$ cat config.mk
export PLATFORM = sky130hd
export DESIGN_NAME = i2s_tx
export DESIGN_NICKNAME = d
export VERILOG_FILES = /design/src/rtl/i2s_tx.sv
export SDC_FILE = /design/constraint.sdc
export NUM_CORES = 1
export LEC_CHECK = 0
export ABC_CLOCK_PERIOD_IN_PS = 7200
export BUFFER_PORTS_ARGS = -buffer_cell sky130_fd_sc_hd__buf_2
export CORE_MARGIN = 1
export CORE_UTILIZATION = 50
export DETAILED_ROUTE_END_ITERATION = 12
export HOLD_SLACK_MARGIN = 0.1
export PLACE_DENSITY = 0.7
export SLEW_MARGIN = 20
export SYNTH_ARGS = -nofsm -noshare
export SYNTH_HDL_FRONTEND = slang
export SYNTH_SLANG_ARGS = --single-unit
$ cat constraint.sdc
create_clock -name clk_sys -period 7.2 [get_ports clk_sys]
set_input_delay 0 -clock clk_sys [delete_from_list [all_inputs] [get_ports clk_sys]]
set_output_delay 0 -clock clk_sys [all_outputs]
set_load 0.05 [all_outputs]
$ cat src/rtl/i2s_tx.sv
`default_nettype none
// ============================================================================
// Module   : i2s_tx
// Function : I2S master serializer with a single-entry stereo holding buffer.
//            Optional macro I2S_TX_MUTE_ON_UNDERRUN_EN silences underrun frames.
// Revision : 1.0
// ============================================================================
module i2s_tx #(
    parameter int BCLK_DIV = 8,
    parameter int WIDTH    = 16
) (
    input  logic             clk_sys,
    input  logic             RESET,
    input  logic [WIDTH-1:0] l_in,
    input  logic [WIDTH-1:0] r_in,
    input  logic             in_valid,
    output logic             in_ready,
    output logic             i2s_bclk,
    output logic             i2s_ws,
    output logic             i2s_data,
    output logic             frame_start,
    output logic             underrun
);
    localparam int                  c_slot_w    = $clog2(2 * WIDTH);
    localparam int                  c_idx_w     = $clog2(WIDTH);
    localparam logic [7:0]          c_div_last  = 8'(BCLK_DIV - 1);
    localparam logic [c_slot_w-1:0] c_slot_last = c_slot_w'(2 * WIDTH - 1);
    localparam logic [c_slot_w-1:0] c_slot_half = c_slot_w'(WIDTH);

    logic [7:0]          div_cnt_q, div_cnt_d;
    logic                bclk_q, bclk_d;
    logic [c_slot_w-1:0] slot_q, slot_d;
    logic                ws_q, ws_d;
    logic                data_q, data_d;
    logic [WIDTH-1:0]    act_l_q, act_l_d;
    logic [WIDTH-1:0]    act_r_q, act_r_d;
    logic [WIDTH-1:0]    buf_l_q, buf_l_d;
    logic [WIDTH-1:0]    buf_r_q, buf_r_d;
    logic                full_q, full_d;

    logic                w_div_tc;
    logic                w_fe;
    logic                w_accept;
    logic [c_slot_w-1:0] w_slot_nxt;
    logic [c_idx_w-1:0]  w_l_idx;
    logic [c_idx_w-1:0]  w_r_idx;

    always_comb begin
        w_div_tc   = (div_cnt_q == c_div_last);
        w_fe       = w_div_tc & bclk_q;
        w_accept   = in_valid & ~full_q;
        w_slot_nxt = (slot_q == c_slot_last) ? '0 : slot_q + c_slot_w'(1);
        w_l_idx    = c_idx_w'(32'(WIDTH) - 32'(w_slot_nxt));
        w_r_idx    = c_idx_w'(32'(2 * WIDTH) - 32'(w_slot_nxt));

        div_cnt_d   = w_div_tc ? '0 : div_cnt_q + 8'd1;
        bclk_d      = bclk_q ^ w_div_tc;
        slot_d      = slot_q;
        ws_d        = ws_q;
        data_d      = data_q;
        act_l_d     = act_l_q;
        act_r_d     = act_r_q;
        buf_l_d     = buf_l_q;
        buf_r_d     = buf_r_q;
        full_d      = full_q;
        frame_start = 1'b0;
        underrun    = 1'b0;

        if (w_fe) begin
            slot_d = w_slot_nxt;
            ws_d   = (w_slot_nxt >= c_slot_half);
            // Slot 0 carries the LSB of the right word that is just finishing;
            // the active R register still holds it here, so it doubles as last_r.
            if (w_slot_nxt == '0) begin
                data_d = act_r_q[0];
            end else if (w_slot_nxt <= c_slot_half) begin
                data_d = act_l_q[w_l_idx];
            end else begin
                data_d = act_r_q[w_r_idx];
            end

            if (w_slot_nxt == '0) begin
                frame_start = 1'b1;
                if (full_q) begin
                    act_l_d = buf_l_q;
                    act_r_d = buf_r_q;
                    full_d  = 1'b0;
                end else begin
                    underrun = 1'b1;
`ifdef I2S_TX_MUTE_ON_UNDERRUN_EN
                    act_l_d = '0;
                    act_r_d = '0;
`endif
                end
            end
        end

        // Never bypasses into the active pair: a pair taken during an
        // underrun load waits for the following frame.
        if (w_accept) begin
            buf_l_d = l_in;
            buf_r_d = r_in;
            full_d  = 1'b1;
        end

        if (RESET) begin
            frame_start = 1'b0;
            underrun    = 1'b0;
        end
    end

    always_ff @(posedge clk_sys) begin
        if (RESET) begin
            div_cnt_q <= '0;
            bclk_q    <= 1'b0;
            slot_q    <= '0;
            ws_q      <= 1'b0;
            data_q    <= 1'b0;
            act_l_q   <= '0;
            act_r_q   <= '0;
            buf_l_q   <= '0;
            buf_r_q   <= '0;
            full_q    <= 1'b0;
        end else begin
            div_cnt_q <= div_cnt_d;
            bclk_q    <= bclk_d;
            slot_q    <= slot_d;
            ws_q      <= ws_d;
            data_q    <= data_d;
            act_l_q   <= act_l_d;
            act_r_q   <= act_r_d;
            buf_l_q   <= buf_l_d;
            buf_r_q   <= buf_r_d;
            full_q    <= full_d;
        end
    end

    assign in_ready = ~full_q;
    assign i2s_bclk = bclk_q;
    assign i2s_ws   = ws_q;
    assign i2s_data = data_q;

endmodule
`default_nettype wire

==> metrics <==
Pre-antenna DRT Iters 4; Final Critical Period roughly 3600 ps; io pins between 40 and 50; Ys Warns 0; Port Buffers 40; Antenna diodes 0; Arr. time, crit path 3790 ps; Layout Skew roughly 8.6 ps; CTS Buf Count 9; grt total ovfl 0; status finished, final reports clean; Num Clock Sinks 80; overall routed net length around 6900 um; Post-synth top flop dfxtp_1; RSZ-0062 raised after global routing false; Final Hold Fails 0; Via Count ~2800; Synth Instances slightly below 400; Core Rows 30; Yosys reg bits 80; Post-CTS Resized 0; Layout Nets 490; Die Y 85.5 um; Req. time, crit path 7410 ps; Final period util between 40% and 50%; Flop pwr share a little over 50%; clk_lat worst skew ~350 ps; worst-margin pin slew ~1100 ps; cell taking the most area after synthesis dfxtp_1; Synth Cell Area about 3500 um2; Synth area leaders dfxtp_1 (46%), mux2i_1 (13%), nand2_1 (7.5%), a21oi_1 (5.3%), nor2_1 (5.2%); post-CTS setup buffer count 0; share of cells above drive strength 1 about 17%; cell-internal power a little under 0.7 mW; critical path class flop to flop; Switch Pwr a little over 0.2 mW; EDFF count, synth 0; Startpoint Class flop; Avg Synthesized Cell Area 8.91 um2; Die Area roughly 7300 um2; crit path max fanout 33; fin area roughly 4300 um2; vias in the first global route about 2600; starting density of the core between 50% and 60%; Comb pwr share ~6.4%; initial antenna violation count 0; Fin Setup TNS 0 ps; worst hold path type primary input to flop; Routed WL per cell roughly 13 um; Setup crit start slot_q[0]; number of remaining DRC errors 0; pin count of the biggest net entering global routing between 70 and 80; Area Overhead vs Synth 22.1%; Max Slew Vio Count 0; ys async rst share 0%; post-synthesis cell type count 48; Setup Viol. Count Final 0; clock network fraction of design power about two fifths; sequential area share after synthesis 46.0%; 1st-iter DRT viols between 100 and 150; Antenna Nets Post-Route 0; Leakage roughly 1.9 nW; Clock Pin Slew Worst Setup and Hold Paths 80 ps; Max Freq between 0.2 and 0.3 GHz; Sw Share 22.7%; Core ar. just under 7000 um2; worst r2r src slot_q[0]; slew margin rel. roughly 28%; first-pass GRT wire length approximately 12000 um; Crit. End Element flop; Die X 85.5 um; GRT Util Overall between 20% and 30%; Mapped Nets roughly 430; placed insts roughly 490; Root Driver clkbuf_8; dpl hpwl ~4200 um; hold bufs inserted after CTS 33; post-synth top area share a little under half; dpl cell area 3690 um2; via-per-instance ratio approximately 5.2; min-delay src RESET; CTS tree done; Final Non-Filler Cells approximately 540; Max-cap violations 0; clk buf depth 2; H-tree Lvls 3; Max IR drop VDD about 0.00013 V; power density over cell area about 210 nW/um2; Routability Congestion about 0.83
## layout make-up
cell class / count / area, um2
clock buffer: 10 / 138
clock inverter: 6 / 90.1
fill: 573 / 2500
inverter: 4 / 15.0
multi-input combinational: 281 / 1770
sequential: 80 / 1600
tap: 80 / 100
timing repair buffer: 74 / 538
## cells in the mapped netlist (all sizes together), types with 5 or more instances
cell type,number
clkbuf,18
nor2b,8
nor3,6
nand3,9
buf,8
xor2,5
dfxtp,80
a21oi,37
ha,5
nand2,70
mux2i,45
nor2,50
## metal layers
layer | vias up | track usage, % | wire length [um] | share of wire, %
met5 | - | 0 | 0 | 0
met4 | 0 | 7.88 | 88 | 1.3
met3 | 8 | 5.84 | 200 | 2.9
met2 | 38 | 32.2 | 3250 | 47
met1 | 1271 | 26.7 | 3350 | 49
li1 | 1443 | - | - | -
## worst paths after layout
check | cells past startpoint | slack [ps] | endpoint
min | 3 | 300 | act_r_q[11]
max | 8 | 3620 | act_r_q[0]
max reg2reg | 8 | 3620 | act_r_q[0]
min reg2reg | 1 | 440 | div_cnt_q[0]
## power groups by stage
stage | Clock (mW) | Sequential, mW | Combinational, mW
4_1_cts | 0.379 | 0.461 | 0.0561
2_1_floorplan | 0 | 0.470 | 0.0289
5_1_grt | 0.399 | 0.463 | 0.0639
6_report | 0.373 | 0.462 | 0.0567
3_5_place_dp | 0 | 0.472 | 0.0426
3_3_place_gp | 0 | 0.472 | 0.0417
## flip-flops by register name (all words and copies together), names as in the netlist
register   flops
act_l_q       16
act_r_q       16
buf_l_q       16
buf_r_q       16
div_cnt_q      8
full_q         1
i2s_bclk       1
i2s_data       1
slot_q         5
## through the flow
step / utilization, % / power (mW) / setup WS [ps] / hold WS (ps)
2_1_floorplan: - / 0.498 / 4280 / 136
3_3_place_gp: 54.6 / 0.513 / 3850 / 241
3_5_place_dp: 54.6 / 0.514 / 3650 / 245
4_1_cts: 62.9 / 0.897 / 3620 / 291
5_1_grt: 62.9 / 0.926 / 3290 / 324
6_report: 62.9 / 0.891 / 3620 / 297
## cells by family (layout without fill, tap and decap cells)
family	Yosys count	in the layout	share of synthesized area [%]
AO/OA/AOI/OAI	59	59	11.2
multiplexers	49	49	14.9
buffers and inverters	30	94	3.41
XOR/XNOR	8	8	2.23
AND/OR/NAND/NOR	160	160	20.5
flip-flops	80	80	46.0
adder cells (fa/ha/maj)	5	5	1.80
## cells in the final DEF, fill, tap and decap left out, types with 2 or more instances in the layout
cell type      netlist  layout
nor4_1               2       2
clkbuf_8             0      10
ha_1                 5       5
nand3_1              8       8
xnor2_1              2       2
mux4_2               2       2
mux2i_1             45      45
dlygate4sd3_1        0      33
o32ai_2              2       2
a21oi_1             37      37
buf_2                5      40
and3_1               4       4
mux2_2               2       2
inv_1                4       4
nor3_1               5       5
o21ai_0              3       3
nor2_1              48      48
nand2b_1             4       4
xor2_1               5       5
dfxtp_1             80      80
bufinv_16            0       2
nand2_1             70      70
nor2b_1              8       7
and2_1               2       2
inv_6                0       2
a211oi_1             3       3
## worst max-delay path, stage by stage (launching register included)
cell and delay, ps:
dfxtp_1 500, ha_1 340, and3_1 190, ha_1 430, o21ai_0 240, a21oi_1 340
nand3_2 870, mux2i_1 440, nor2_1 70
Note: power is estimated with default switching activity, not from simulation.
